File: src/rtl/eei_batch_issuer_pkg.sv
// Shared constants and types for the EEI batch issuer: lane limits, the SAVE/RESTORE
// funct7 encodings and the issuer state type.
package eei_batch_issuer_pkg;

   localparam int EEI_RS_MAX = 4;
   localparam int EEI_RD_MAX = 4;

   localparam logic [6:0] EEI_F7_SAVE    = 7'b0000000;
   localparam logic [6:0] EEI_F7_RESTORE = 7'b1000000;

   typedef enum logic [2:0] {
      IDLE,
      LOAD,
      ISSUE,
      WB,
      DONE
   } eei_iss_state_e;

endpackage

File: src/rtl/eei_batch_issuer_calc.sv
// Combinational batch splitter: picks the next batch length, its lane mask and the
// start/remaining values the command advances to once that batch completes.
module eei_batch_calc #(
   parameter int LANES = 4
) (
   input  logic [5:0]       start_i,
   input  logic [5:0]       rem_i,
   input  logic [5:0]       max_i,
   output logic [4:0]       len_o,
   output logic [LANES-1:0] mask_o,
   output logic [5:0]       next_start_o,
   output logic [5:0]       next_rem_o
);

   always_comb begin
      // max_i never exceeds 31, so a 5-bit length always holds the minimum
      len_o = (rem_i < max_i) ? rem_i[4:0] : max_i[4:0];
      for (int k = 0; k < LANES; k++) begin
         mask_o[k] = (k < int'(len_o));
      end
      next_start_o = start_i + {1'b0, len_o};
      next_rem_o   = rem_i - {1'b0, len_o};
   end

endmodule

File: src/rtl/eei_batch_issuer.sv
// Core-side EEI batch initiator: splits one SAVE/RESTORE/pass-through command into
// register batches, handshakes each with req/ack and writes restored values to the GPRs.
module eei_batch_issuer
   import eei_batch_issuer_pkg::*;
#(
   parameter int RS_MAX      = EEI_RS_MAX,
   parameter int RD_MAX      = EEI_RD_MAX,
   parameter int TIMEOUT_CYC = 255
) (
   input  logic                 clk_i,
   input  logic                 rst_ni,
   input  logic                 cmd_valid_i,
   output logic                 cmd_ready_o,
   input  logic [6:0]           cmd_funct7_i,
   input  logic [4:0]           cmd_start_i,
   input  logic [5:0]           cmd_len_i,
   output logic [4:0]           gpr_rd_base_o,
   input  logic [32*RS_MAX-1:0] gpr_rd_val_i,
   output logic [RD_MAX-1:0]    gpr_wr_en_o,
   output logic [4:0]           gpr_wr_base_o,
   output logic [32*RD_MAX-1:0] gpr_wr_val_o,
   output logic                 eei_req_o,
   output logic [6:0]           eei_funct7_o,
   output logic [4:0]           eei_batch_start_o,
   output logic [4:0]           eei_batch_len_o,
   output logic [32*RS_MAX-1:0] eei_rs_val_o,
   input  logic                 eei_ack_i,
   input  logic                 eei_error_i,
   input  logic [32*RD_MAX-1:0] eei_rd_val_i,
   output logic                 busy_o,
   output logic                 done_o,
   output logic                 err_o
);

   localparam int TW = (TIMEOUT_CYC > 1) ? $clog2(TIMEOUT_CYC + 1) : 1;
   localparam logic [5:0] RS_MAX6 = 6'(RS_MAX);
   localparam logic [5:0] RD_MAX6 = 6'(RD_MAX);

   // Saturate the requested count so the command never runs past x31.
   function automatic logic [5:0] clip_len(input logic [5:0] len, input logic [4:0] start);
      logic [5:0] avail;
      avail = 6'd32 - {1'b0, start};
      return (len > avail) ? avail : len;
   endfunction

   eei_iss_state_e state_q, state_d;

   logic [6:0]           f7_q, f7_d;
   logic [5:0]           start_q, start_d;
   logic [5:0]           rem_q, rem_d;
   logic                 err_q, err_d;
   logic [4:0]           bstart_q;
   logic [4:0]           blen_q;
   logic [32*RS_MAX-1:0] rs_val_q;
   logic [32*RD_MAX-1:0] rd_val_q;
   logic [TW-1:0]        tmo_q;

   logic                 is_restore;
   logic [5:0]           max_sel;
   logic [5:0]           len_clip;
   logic [4:0]           c_len;
   logic [RS_MAX-1:0]    c_mask;
   logic [5:0]           c_nstart;
   logic [5:0]           c_nrem;
   logic [32*RS_MAX-1:0] rs_masked;
   logic                 ld_batch;
   logic                 cap_rd;
   logic                 tmo_clr;
   logic                 tmo_inc;
   logic                 tmo_hit;

   assign is_restore = (f7_q == EEI_F7_RESTORE);
   assign max_sel    = is_restore ? RD_MAX6 : RS_MAX6;
   assign len_clip   = clip_len(cmd_len_i, cmd_start_i);
   assign tmo_hit    = (TIMEOUT_CYC != 0) && (tmo_q == TW'(TIMEOUT_CYC - 1));

   eei_batch_calc #(
      .LANES(RS_MAX)
   ) u_calc (
      .start_i     (start_q),
      .rem_i       (rem_q),
      .max_i       (max_sel),
      .len_o       (c_len),
      .mask_o      (c_mask),
      .next_start_o(c_nstart),
      .next_rem_o  (c_nrem)
   );

   // Lanes beyond the batch length are zeroed; the clip keeps base+k<=31 for live lanes.
   always_comb begin
      rs_masked = '0;
      for (int k = 0; k < RS_MAX; k++) begin
         if (c_mask[k]) begin
            rs_masked[k*32 +: 32] = gpr_rd_val_i[k*32 +: 32];
         end
      end
   end

   always_comb begin
      state_d  = state_q;
      f7_d     = f7_q;
      start_d  = start_q;
      rem_d    = rem_q;
      err_d    = err_q;
      ld_batch = 1'b0;
      cap_rd   = 1'b0;
      tmo_clr  = 1'b0;
      tmo_inc  = 1'b0;
      unique case (state_q)
         IDLE: begin
            if (cmd_valid_i) begin
               f7_d    = cmd_funct7_i;
               start_d = {1'b0, cmd_start_i};
               rem_d   = len_clip;
               err_d   = 1'b0;
               state_d = (len_clip == 6'd0) ? DONE : LOAD;
            end
         end
         LOAD: begin
            ld_batch = 1'b1;
            tmo_clr  = 1'b1;
            state_d  = ISSUE;
         end
         ISSUE: begin
            if (eei_ack_i) begin
               if (eei_error_i) begin
                  err_d   = 1'b1;
                  state_d = DONE;
               end else if (is_restore) begin
                  cap_rd  = 1'b1;
                  state_d = WB;
               end else begin
                  start_d = c_nstart;
                  rem_d   = c_nrem;
                  state_d = (c_nrem == 6'd0) ? DONE : LOAD;
               end
            end else if (tmo_hit) begin
               err_d   = 1'b1;
               state_d = DONE;
            end else begin
               tmo_inc = 1'b1;
            end
         end
         WB: begin
            start_d = c_nstart;
            rem_d   = c_nrem;
            state_d = (c_nrem == 6'd0) ? DONE : LOAD;
         end
         DONE: begin
            state_d = IDLE;
         end
         default: begin
            state_d = IDLE;
         end
      endcase
   end

   always_ff @(posedge clk_i or negedge rst_ni) begin
      if (!rst_ni) begin
         state_q <= IDLE;
         f7_q    <= '0;
         start_q <= '0;
         rem_q   <= '0;
         err_q   <= 1'b0;
         tmo_q   <= '0;
      end else begin
         state_q <= state_d;
         f7_q    <= f7_d;
         start_q <= start_d;
         rem_q   <= rem_d;
         err_q   <= err_d;
         if (tmo_clr) begin
            tmo_q <= '0;
         end else if (tmo_inc) begin
            tmo_q <= tmo_q + 1'b1;
         end
      end
   end

   // Batch payload stage: captured in LOAD, held steady through ISSUE until ack.
   always_ff @(posedge clk_i or negedge rst_ni) begin
      if (!rst_ni) begin
         bstart_q <= '0;
         blen_q   <= '0;
         rs_val_q <= '0;
         rd_val_q <= '0;
      end else begin
         if (ld_batch) begin
            bstart_q <= start_q[4:0];
            blen_q   <= c_len;
            rs_val_q <= is_restore ? '0 : rs_masked;
         end
         if (cap_rd) begin
            rd_val_q <= eei_rd_val_i;
         end
      end
   end

   // Writeback stage: one-cycle lane enables for the restored batch.
   always_comb begin
      gpr_wr_en_o = '0;
      for (int k = 0; k < RD_MAX; k++) begin
         gpr_wr_en_o[k] = (state_q == WB) && (k < int'(blen_q));
      end
   end

   assign cmd_ready_o       = (state_q == IDLE);
   assign busy_o            = (state_q != IDLE);
   assign done_o            = (state_q == DONE);
   assign err_o             = (state_q == DONE) && err_q;
   assign eei_req_o         = (state_q == ISSUE);
   assign gpr_rd_base_o     = start_q[4:0];
   assign eei_funct7_o      = f7_q;
   assign eei_batch_start_o = bstart_q;
   assign eei_batch_len_o   = blen_q;
   assign eei_rs_val_o      = rs_val_q;
   assign gpr_wr_base_o     = bstart_q;
   assign gpr_wr_val_o      = rd_val_q;

endmodule

File: config.mk
export PLATFORM = sky130hd
export DESIGN_NAME = eei_batch_issuer
export DESIGN_NICKNAME = d
export VERILOG_FILES = /design/src/rtl/eei_batch_issuer_pkg.sv /design/src/rtl/eei_batch_issuer_calc.sv /design/src/rtl/eei_batch_issuer.sv
export SDC_FILE = /design/constraint.sdc
export NUM_CORES = 1
export LEC_CHECK = 0
export ABC_AREA = 0
export BUFFER_PORTS_ARGS = -buffer_cell sky130_fd_sc_hd__buf_2
export CAP_MARGIN = 20
export CELL_PAD_IN_SITES_DETAIL_PLACEMENT = 0
export CELL_PAD_IN_SITES_GLOBAL_PLACEMENT = 1
export CORE_AREA = 8 8 217 219
export DETAILED_ROUTE_END_ITERATION = 6
export DIE_AREA = 0 0 225 227
export HOLD_SLACK_MARGIN = 0.08
export PLACE_DENSITY_LB_ADDON = 0.1
export SYNTH_ARGS = -nofsm -noshare
export SYNTH_HDL_FRONTEND = slang
export SYNTH_HIERARCHICAL = 1
export SYNTH_SLANG_ARGS = --single-unit
File: constraint.sdc
create_clock -name clk_i -period 4.1 [get_ports clk_i]
set_input_delay 0.205 -clock clk_i [delete_from_list [all_inputs] [get_ports clk_i]]
set_output_delay 0.205 -clock clk_i [all_outputs]
set_load 0.02 [all_outputs]
# == Yosys cells after proc, flatten, opt, wreduce, memory -nomap -nowiden ==
# Index checks and enable logic that the tools add are counted.
# totals
wordCells,92
in_bits,279
output_inout_bits,292
reg_bits,297
# op_classes
addsub,4
magnitude_cmp,10
eq_ne,12
reduce_logical,16
n_mux,40
# ops
cell,count
$mux 128,1
$mux 32,4
$mux 6,9
$pmux 6 s3,2
$mux 3,7
$lt 1x5->1 const A,4
$lt 2x5->1 const A,4
$mux 8,2
$logic_not 6->1,2
$mux 1,12
$pmux 3 s4,1
$add 8x1->8 const B,1
$eq 8x8->1 const B,1
$eq 7x7->1 const B,1
$add 6x5->6,1
$eq 3x2->1 const B,2
$gt 6x6->1,1
$lt 6x3->1 const B,1
$ne 2x2->1 const B,3
$reduce_bool 3->1,2
$sub 6x5->6,1
$sub 6x5->6 const A,1
$logic_and 1x1->1,5
$mux 5,1
11 further kinds,13

# == Longest topological paths before layout ==
# Gate-level depths: netlist of the first run.
# depth
ltp_word,9
mapped_depth,17
depth_no_buf,16

# == Cells and area by module ==
# The synthesis of the first run kept the hierarchy.
# by_module_without_submodules
module,seq_area_each_um2,instances,area_per_inst_um2,cells_per_inst
eei_batch_issuer,7432.1,1,11534.8,820
eei_batch_calc,0.0,1,742.0,96

# == Least setup slack after synthesis of the first run ==
# Ideal clock, no wire load.
# synth_path
path_kind,register to register
start,register rem_q[5]
end,register state_q[0]
stages_incl_launch_ff,13
arrival_ns,3.339
setup_time_ns,0.145
synth_period_minus_slack_ns,3.484
slack_ns,0.616
t_required_ns,3.955
path_buffers,1
cell_sequence,dfrtp_1 > ha_1 > a21oi_1 > o221ai_4 > buf_2 > o21ai_0 > ha_1 > inv_1 > fa_1 > xor2_1 > or4_1 > o41ai_1 > o32ai_1
# synth_via
elab_chain_cells,9
# synth_rtl
item,line_no,text
from (decl),eei_batch_issuer.sv:50,"logic [5:0] rem_q, rem_d;"
from (signal assigned),eei_batch_issuer.sv:170,rem_q <= rem_d;
$lt 6x3->1 (*),eei_batch_issuer_calc.sv:17,len_o = (rem_i < max_i) ? rem_i[4:0] : max_i[4:0];
$mux 5 (*),eei_batch_issuer_calc.sv:17,
via c_len[0],eei_batch_issuer.sv:61,logic [4:0] c_len;
$sub 6x5->6 (*),eei_batch_issuer_calc.sv:22,"next_rem_o = rem_i - {1'b0, len_o};"
via c_nrem[2],eei_batch_issuer.sv:64,logic [5:0] c_nrem;
$logic_not 6->1 (*),"eei_batch_issuer.sv:135, eei_batch_issuer.sv:147",
$mux 3 (*),"eei_batch_issuer.sv:135, eei_batch_issuer.sv:147",
$mux 3,eei_batch_issuer.sv:129,end else if (is_restore) begin
$mux 3,eei_batch_issuer.sv:126,if (eei_error_i) begin
$mux 3,eei_batch_issuer.sv:125,if (eei_ack_i) begin
$pmux 3 s4 (*),eei_batch_issuer.sv:109,unique case (state_q)
to (signal assigned),eei_batch_issuer.sv:167,state_q <= state_d;
to (decl),eei_batch_issuer.sv:46,"eei_iss_state_e state_q, state_d;"
# The timed path passes the listed nets; every way through them passes the cells marked *.
# A chain may end at the register's enable or synchronous reset.

# == Worst setup path in the final report of the first run ==
# layout_path
start,register rem_q[5]
end,register state_q[2]
# Same word-level chain as after synthesis.

==> flow_metrics.env, run 1 <==
export IMPL_status="completed"
export IMPL_cts_buffer_depth=3
export IMPL_die_w_um=225
export IMPL_rrSetupSlack_ps=420
export IMPL_slew_headroom_pct=39.51
export IMPL_grt_pass1_vias=11617
export IMPL_endpoint="state_q[2]"
export IMPL_finalPower_mw=13.28
export IMPL_syn_avg_cell_area_um2=13.45
export IMPL_drive_above_1_share_pct=38.60
export IMPL_grt_use_total_pct=19.12
export IMPL_cp_max_fo=12
export IMPL_vias=10737
export IMPL_clockRootBuffer="clkbuf_16"
export IMPL_detail_route_antenna_nets=0
export IMPL_antenna_found_initial=2
export IMPL_mostFrequentLayoutCell="buf_2"
export IMPL_reg2reg_from="rem_q[5]"
export IMPL_cp_slowest_cell="o221ai_4"
export IMPL_final_max_slew_violation_count=0
export IMPL_place_ws_ps=167.9
export IMPL_post_route_period_util_pct=89.70
export IMPL_vias_per_cell=4.513
export IMPL_hp_class="primary input to flip-flop"
export IMPL_worst_pin_slew_ps=907.4
export IMPL_layout_common_cells="buf_2, dfrtp_1, dlygate4sd3_1"
export IMPL_post_drt_wl_per_cell_um=21.22
export IMPL_fmax_mhz=271.9
export IMPL_rows=77
export IMPL_cp_end_kind="flip-flop"
export IMPL_p_leak_nw=10.41
export IMPL_ir_worst_vdd_mv=0.4306
export IMPL_startpoint="rem_q[5]"
export IMPL_setup_ws_ps=422.1
export IMPL_cts_made_buffers=36
export IMPL_setup_tns_final_ps=0
export IMPL_finalClockSkew_ps=19.96
export IMPL_place_congestion=0.8160
export IMPL_setup_viol=0
export IMPL_clk_latency_ps=540
export IMPL_cts_sink_count=296
export IMPL_syn_inst=908
export IMPL_syn_to_final_growth_pct=61.42
export IMPL_r2r_cells=12
export IMPL_cp_cell_sequence="ha_1 > nand4_2 > o221ai_4 > mux2_2 > inv_1 > ha_1 > mux2_2 > a41o_1 > a311o_2 > o41ai_2 > nand2_1 > a21oi_1"
export IMPL_path_class="flip-flop to flip-flop"
export IMPL_layout_nets=2070
export IMPL_initial_core_util_pct=27.99
export IMPL_finalHoldViolCount=0
export IMPL_dpl_hpwl_um=37720
export IMPL_coreArea_um2=43640
export IMPL_slowest_delay_ps=450
export IMPL_synth_yosys_warnings=6
export IMPL_dr_pass1_iters=7
export IMPL_max_cap_violations=0
export IMPL_port_buffer_count=570
export IMPL_io_pins=571
export IMPL_fillers=4139
export IMPL_drc_errors=0
export IMPL_grt_max_degree=108
export IMPL_rsz0062_at_grt="no"
export IMPL_die_y_um=227
export IMPL_first_iter_violations=520
export IMPL_cp_start_kind="flip-flop"
export IMPL_cp_required_ps=4560
export IMPL_r2r_end="state_q[2]"
export IMPL_cts_tree="built"
export IMPL_clk_pin_slew_ps=60
export IMPL_period_needed_ps=3678
export IMPL_die_area_um2=51080
export IMPL_grt_overflow=0
export IMPL_grt_pass1_wl_um=74460
export IMPL_cp_arrival_ps=4140
export IMPL_powerDensity_nw_per_um2=673.4
export IMPL_netlist_area_um2=12210
export IMPL_h_tree_depth=2
export IMPL_totalWireLength_um=50490
==> layer usage <==
metal  up-vias  wire [um]  track usage (%)
met4         0       1725            6.816
met1      5267      20380            23.07
li1       4971          -                -
met2       420      24650            32.27
met5         -          0                0
met3        79       3730            5.642
==> registers in the layout (all words and copies together), names as in the netlist <==
register and cells:
eei_batch_len_o 5, eei_batch_start_o 5, eei_funct7_o 7, eei_rs_val_o 128, err_q 1, gpr_wr_val_o 128
rem_q 6, start_q 5, state_q 3, tmo_q 8
==> critical path, delay by kind of cell (launching register included) <==
family                     cells  cell delay, ps
adders and majority gates      2             640
and+or+nand+nor                2             270
AOI/OAI and AO/OA              5            1520
muxes                          2             710
buffers and inverters          1              60
DFF                            1             410
==> timing repair <==
item,CTS,global route
endpoints found under the setup margin,0,2
hold buffers,273,0
gates resized for setup,0,2
buffers inserted,0,3
endpoints found under the hold margin,376,0
==> through the flow <==
| step | instance area, um2 | cells | utilization, % | hold WS [ps] |
|---|---|---|---|---|
| floorplan | 12290 | 929 | - | -90.59 |
| detailed placement | 15780 | 2044 | 36.15 | 362.4 |
| CTS | 19680 | 2374 | 45.10 | 86.65 |
| finish | 19720 | 2379 | 45.18 | 118.8 |
| global route | 19720 | 2379 | 45.18 | 100.9 |
| global placement | 15750 | 2043 | 36.09 | 352.8 |
==> power by group <==
part	internal [mW]	switching, mW	total [mW]
clock	1.94	1.24	3.19
sequential	3.83	0.556	4.39
combinational	2.26	3.44	5.70
==> worst min-delay path by stage <==
| stage | start | cells past startpoint | slack (ps) | end |
|---|---|---|---|---|
| 2_1_floorplan | rst_ni | 0 | -90 | eei_batch_len_o[0] |
| 3_3_place_gp | rst_ni | 1 | 350 | gpr_wr_val_o[106] |
| 3_5_place_dp | rst_ni | 1 | 360 | gpr_wr_val_o[106] |
| 4_1_cts | cmd_len_i[1] | 3 | 90 | rem_q[1] |
| 5_1_grt | cmd_len_i[1] | 3 | 100 | rem_q[1] |
| 6_report | cmd_len_i[1] | 3 | 120 | rem_q[1] |
==> area by class of cell <==
type / instances / area (um2) / area share [%]
well taps: 592 / 740.7 / 3.757
diodes: 2 / 5.005 / 0.02538
clock buffers: 50 / 1076 / 5.458
clock inverters: 7 / 96.34 / 0.4886
multi-input cells: 537 / 4448 / 22.56
repair buffers: 865 / 5831 / 29.57
flip-flops and latches: 296 / 7407 / 37.57
inverters: 30 / 112.6 / 0.5711
Power figures use the tool's default switching activity.
==> inputs of run 2 (changes only) <==
Settings changed: BUFFER_PORTS_ARGS -buffer_cell sky130_fd_sc_hd__buf_2 to -buffer_cell sky130_fd_sc_hd__buf_4, CTS_CLUSTER_DIAMETER set to 120.
==> flow_metrics.env, run 2 (synthesized netlist as in run 1, its figures left out) <==
export IMPL_syn_to_final_growth_pct=72.86
export IMPL_period_needed_ps=3837
export IMPL_path_class="flip-flop to flip-flop"
export IMPL_slowest_delay_ps=500
export IMPL_finalHoldViolCount=0
export IMPL_r2r_end="state_q[2]"
export IMPL_r2r_cells=12
export IMPL_max_cap_violations=0
export IMPL_final_area_um2=21110
export IMPL_slew_headroom_pct=40.39
export IMPL_dr_pass1_iters=5
export IMPL_worst_pin_slew_ps=894.2
export IMPL_p_leak_nw=10.71
export IMPL_clockRootBuffer="clkbuf_16"
export IMPL_power_switching_mw=5.326
export IMPL_place_congestion=0.8261
export IMPL_ir_worst_vdd_mv=0.3436
export IMPL_cts_sink_count=296
export IMPL_cp_start_kind="flip-flop"
export IMPL_endpoint="state_q[2]"
export IMPL_sw_frac_of_total_pct=38.50
export IMPL_layout_common_cells="buf_4, dfrtp_1, dlygate4sd3_1"
export IMPL_grt_pass1_vias=11599
export IMPL_status="completed"
export IMPL_rrSetupSlack_ps=260
export IMPL_clk_pin_slew_ps=60
export IMPL_cp_max_fo=16
export IMPL_initial_core_util_pct=27.99
export IMPL_vias_per_cell=4.499
export IMPL_post_drt_wl_per_cell_um=21.92
export IMPL_cp_arrival_ps=4300
export IMPL_p_comb_share_pct=45.0
export IMPL_cts_tree="built"
export IMPL_die_area_um2=51080
export IMPL_cts_made_buffers=37
export IMPL_port_buffer_count=570
export IMPL_clk_latency_ps=540
export IMPL_grt_pass1_wl_um=76620
export IMPL_fillers=3996
export IMPL_cp_end_kind="flip-flop"
export IMPL_finalClockSkew_ps=11.23
export IMPL_cp_slowest_cell="o41ai_1"
export IMPL_setup_tns_final_ps=0
export IMPL_placed_cell_area_um2=17190
export IMPL_drive_above_1_share_pct=38.44
export IMPL_mostFrequentLayoutCell="buf_4"
export IMPL_totalWireLength_um=52210
export IMPL_antenna_found_initial=3
export IMPL_startpoint="rem_q[3]"
export IMPL_grt_use_total_pct=19.66
export IMPL_post_route_period_util_pct=93.59
export IMPL_power_report_internal_total_mw=8.506
export IMPL_setup_viol=0
export IMPL_cp_required_ps=4560
export IMPL_setup_ws_ps=263.0
export IMPL_rsz0062_at_grt="no"
export IMPL_grt_max_degree=119
export IMPL_drc_errors=0
export IMPL_seqPwrFrac_pct=32.1
export IMPL_finalPower_mw=13.83
export IMPL_h_tree_depth=2
export IMPL_final_max_slew_violation_count=0
export IMPL_coreArea_um2=43640
export IMPL_fmax_mhz=260.6
export IMPL_place_ws_ps=198.1
export IMPL_seq_area_um2=7407
export IMPL_detail_route_antenna_nets=0
export IMPL_multi_input_area_um2=4441
export IMPL_vias=10717
export IMPL_hp_class="primary input to flip-flop"
export IMPL_reg2reg_from="rem_q[3]"
export IMPL_die_w_um=225
export IMPL_rows=77
export IMPL_cts_buffer_depth=3
export IMPL_io_pins=571
export IMPL_dpl_hpwl_um=38800
export IMPL_first_iter_violations=522
export IMPL_cp_cell_sequence="ha_1 > nand4_2 > o221ai_4 > mux2_2 > inv_1 > ha_1 > mux2_2 > a41o_1 > a311o_2 > o41ai_1 > nand2_1 > a21oi_1"
export IMPL_layout_nets=2070
export IMPL_grt_overflow=0
export IMPL_powerDensity_nw_per_um2=655.1
export IMPL_die_y_um=227
export IMPL_post_cts_setup_buffer_count=0
export IMPL_clkPwrFrac_pct=22.9
==> run 2: changes by cell type in the layout (fill, tap and decap cells not counted), moves of 2 or more <==
cell and delta:
dlygate4sd3_1 +2, buf_4 +567, clkinvlp_4 +2, buf_2 -569
==> run 2: final cells by class <==
type	count	area share, %
clock buffers	51	5.114
diodes	3	0.03556
flip-flops and latches	296	35.08
repair buffers	864	34.29
well taps	592	3.508
clock inverters	9	0.4089
multi-input cells	537	21.03
inverters	30	0.5333
==> run 2: worst min path at each step <==
stage | from | endpoint | slack [ps] | cells past startpoint
6_report | cmd_start_i[1] | start_q[1] | 120 | 5
3_5_place_dp | rst_ni | gpr_wr_val_o[123] | 320 | 1
2_1_floorplan | rst_ni | eei_batch_len_o[0] | -90 | 0
4_1_cts | cmd_start_i[1] | start_q[1] | 90 | 5
3_3_place_gp | rst_ni | gpr_wr_val_o[123] | 330 | 1
5_1_grt | cmd_start_i[1] | start_q[1] | 170 | 5
==> run 2: per-stage QoR <==
step           hold slack [ps]  util (%)  instances
2_1_floorplan           -90.59         -        929
3_3_place_gp             330.8     39.32       2043
3_5_place_dp             323.7     39.38       2044
4_1_cts                  89.78     48.36       2379
5_1_grt                  168.4     48.38       2382
6_report                 119.4     48.38       2382
==> run 2: per-layer routing <==
metal  up-vias  share of wire [%]  GRT usage (%)
met2       384                 49          33.58
met1      5309                 40          23.32
li1       4964                  -              -
met5         -                  0              0
met4         0                2.6          5.634
met3        60                8.2          6.763
==> run 2: critical path, delay by kind of cell (launching register included) <==
family | cells | cell delay, ps
flops | 1 | 450
simple gates | 2 | 310
buf+inv | 1 | 60
compound gates | 5 | 1630
mux | 2 | 700
fa+ha+maj | 2 | 600
==> run 2: timing repair <==
action                                  CTS  global route
endpoints found under the hold margin   375             0
endpoints found under the setup margin    0             2
gates resized for setup                   0             1
hold buffers                            275             0
==> run 2: power by group through the flow <==
stage	logic, mW	clock network (mW)	registers (mW)
3_3_place_gp	6.05	0	4.46
3_5_place_dp	6.12	0	4.45
5_1_grt	6.72	3.39	4.56
6_report	6.23	3.16	4.44
4_1_cts	6.35	3.27	4.44
2_1_floorplan	2.47	0	5.34
==> inputs of run 3 (changes only) <==
Settings changed: SETUP_SLACK_MARGIN set to 0.4.
==> flow_metrics.env, run 3 (synthesized netlist as in run 1, its figures left out) <==
export IMPL_grt_pass1_vias=11610
export IMPL_status="completed"
export IMPL_busiest_layer="met2"
export IMPL_grt_max_degree=119
export IMPL_finalClockSkew_ps=10.41
export IMPL_io_pins=571
export IMPL_critPathTopFamily="compound AO/OA/AOI/OAI gates"
export IMPL_cts_buffer_depth=3
export IMPL_p_comb_share_pct=45.3
export IMPL_endpoint="state_q[2]"
export IMPL_period_needed_ps=3543
export IMPL_cp_max_fo=7
export IMPL_reg2reg_from="rem_q[3]"
export IMPL_detail_route_antenna_nets=0
export IMPL_sw_frac_of_total_pct=38.59
export IMPL_r2r_cells=12
export IMPL_setup_tns_final_ps=0
export IMPL_setup_viol=0
export IMPL_startpoint="rem_q[3]"
export IMPL_final_area_um2=21170
export IMPL_seq_area_um2=7408
export IMPL_rows=77
export IMPL_seqPwrFrac_pct=31.9
export IMPL_max_cap_violations=0
export IMPL_fmax_mhz=282.2
export IMPL_layout_nets=2073
export IMPL_slowest_delay_ps=440
export IMPL_grt_overflow=0
export IMPL_initial_core_util_pct=27.99
export IMPL_path_class="flip-flop to flip-flop"
export IMPL_grtUsageMet1_pct=23.35
export IMPL_hp_class="primary input to flip-flop"
export IMPL_port_buffer_count=570
export IMPL_clkPwrFrac_pct=22.7
export IMPL_drc_errors=0
export IMPL_ir_worst_vdd_mv=0.3436
export IMPL_cts_tree="built"
export IMPL_first_iter_violations=501
export IMPL_slew_headroom_pct=40.27
export IMPL_die_y_um=227
export IMPL_power_report_internal_total_mw=8.543
export IMPL_clockRootBuffer="clkbuf_16"
export IMPL_holdPathStages=5
export IMPL_totalWireLength_um=52270
export IMPL_post_route_period_util_pct=86.41
export IMPL_vias=10679
export IMPL_use_met3_pct=6.763
export IMPL_h_tree_depth=2
export IMPL_cts_sink_count=296
export IMPL_p_leak_nw=10.73
export IMPL_mostFrequentLayoutCell="buf_4"
export IMPL_post_drt_wl_per_cell_um=21.92
export IMPL_cp_slowest_cell="dfrtp_2"
export IMPL_rrSetupSlack_ps=560
export IMPL_rsz0062_at_grt="no"
export IMPL_layout_common_cells="buf_4, dfrtp_1, dlygate4sd3_1"
export IMPL_grt_pass1_wl_um=76660
export IMPL_finalHoldViolCount=0
export IMPL_vias_per_cell=4.478
export IMPL_worst_pin_slew_ps=896.0
export IMPL_cts_made_buffers=37
export IMPL_fillers=3987
export IMPL_path_buf_inv=1
export IMPL_clk_pin_slew_ps=60
export IMPL_drive_above_1_share_pct=38.77
export IMPL_final_max_slew_violation_count=0
export IMPL_cp_end_kind="flip-flop"
export IMPL_cp_required_ps=4560
export IMPL_die_w_um=225
export IMPL_multi_input_area_um2=4476
export IMPL_crit_cells=12
export IMPL_dpl_hpwl_um=38800
export IMPL_die_area_um2=51080
export IMPL_coreArea_um2=43640
export IMPL_use_met2_pct=33.58
export IMPL_power_switching_mw=5.368
export IMPL_cp_arrival_ps=4010
export IMPL_clk_latency_ps=540
export IMPL_place_congestion=0.8261
export IMPL_powerDensity_nw_per_um2=657.0
export IMPL_syn_to_final_growth_pct=73.35
export IMPL_r2r_end="state_q[2]"
export IMPL_antenna_found_initial=3
export IMPL_grt_use_total_pct=19.67
export IMPL_cp_cell_sequence="ha_1 > nand4_2 > o221ai_4 > mux2_2 > inv_1 > ha_1 > mux2_2 > a41o_1 > a311o_2 > o41ai_4 > nand2_1 > a21oi_1"
export IMPL_placed_cell_area_um2=17190
export IMPL_cp_start_kind="flip-flop"
export IMPL_dr_pass1_iters=4
-- run 3: changes by cell type in the layout (fill, tap and decap cells not counted), sizes merged --
cell  previous run  this run
buf            589       592
-- run 3: stage by stage --
step	power, mW	hold WS, ps	utilization [%]	setup WS, ps	cells
floorplan	7.810	-90.59	-	616.2	929
global placement	10.51	330.8	39.32	310.6	2043
detailed placement	10.57	323.7	39.38	198.1	2044
CTS	14.09	89.78	48.41	485.1	2381
global route	14.76	168.4	48.51	397.4	2385
finish	13.91	118.4	48.51	557.0	2385
-- run 3: worst min path at each step --
stage,startpoint,to,slack (ps)
final,cmd_start_i[1],start_q[1],120
after detailed placement,rst_ni,gpr_wr_val_o[123],320
after global placement,rst_ni,gpr_wr_val_o[123],330
after CTS,cmd_start_i[1],start_q[1],90
after global routing,cmd_start_i[1],start_q[1],170
after floorplan,rst_ni,eei_batch_len_o[0],-90
-- run 3: final cells by class --
cell class	instances	area share (%)
Inverter	30	0.5319
Antenna cell	3	0.03546
Sequential cell	296	34.99
Timing Repair Buffer	867	34.30
Clock inverter	9	0.4078
Clock buffer	51	5.100
Multi-Input combinational cell	537	21.14
Tap cell	592	3.498
-- run 3: tightest hold or removal path, stage by stage --
cell and delay [ps]:
buf_4 110, inv_1 60, nor2_1 50, a21oi_1 100
o21ai_0 70
-- run 3: what timing repair did --
action / in CTS / in global routing
setup buffers: 2 / 1
resized for setup: 2 / 4
endpoints found under the hold margin: 375 / 0
pin swaps: 1 / 1
endpoints found under the setup margin: 2 / 2
hold buffers: 275 / 0
-- run 3: routing by layer --
layer | vias to the layer above | part of all wire [%]
met5 | - | 0
met4 | 0 | 2.6
met3 | 62 | 7.9
met2 | 381 | 49
met1 | 5268 | 40
li1 | 4968 | -
-- run 3: power by group through the flow --
stage	Combinational, mW	Clock, mW	Sequential (mW)
2_1_floorplan	2.47	0	5.34
3_3_place_gp	6.05	0	4.46
3_5_place_dp	6.12	0	4.45
4_1_cts	6.38	3.27	4.44
5_1_grt	6.79	3.39	4.57
6_report	6.31	3.16	4.44
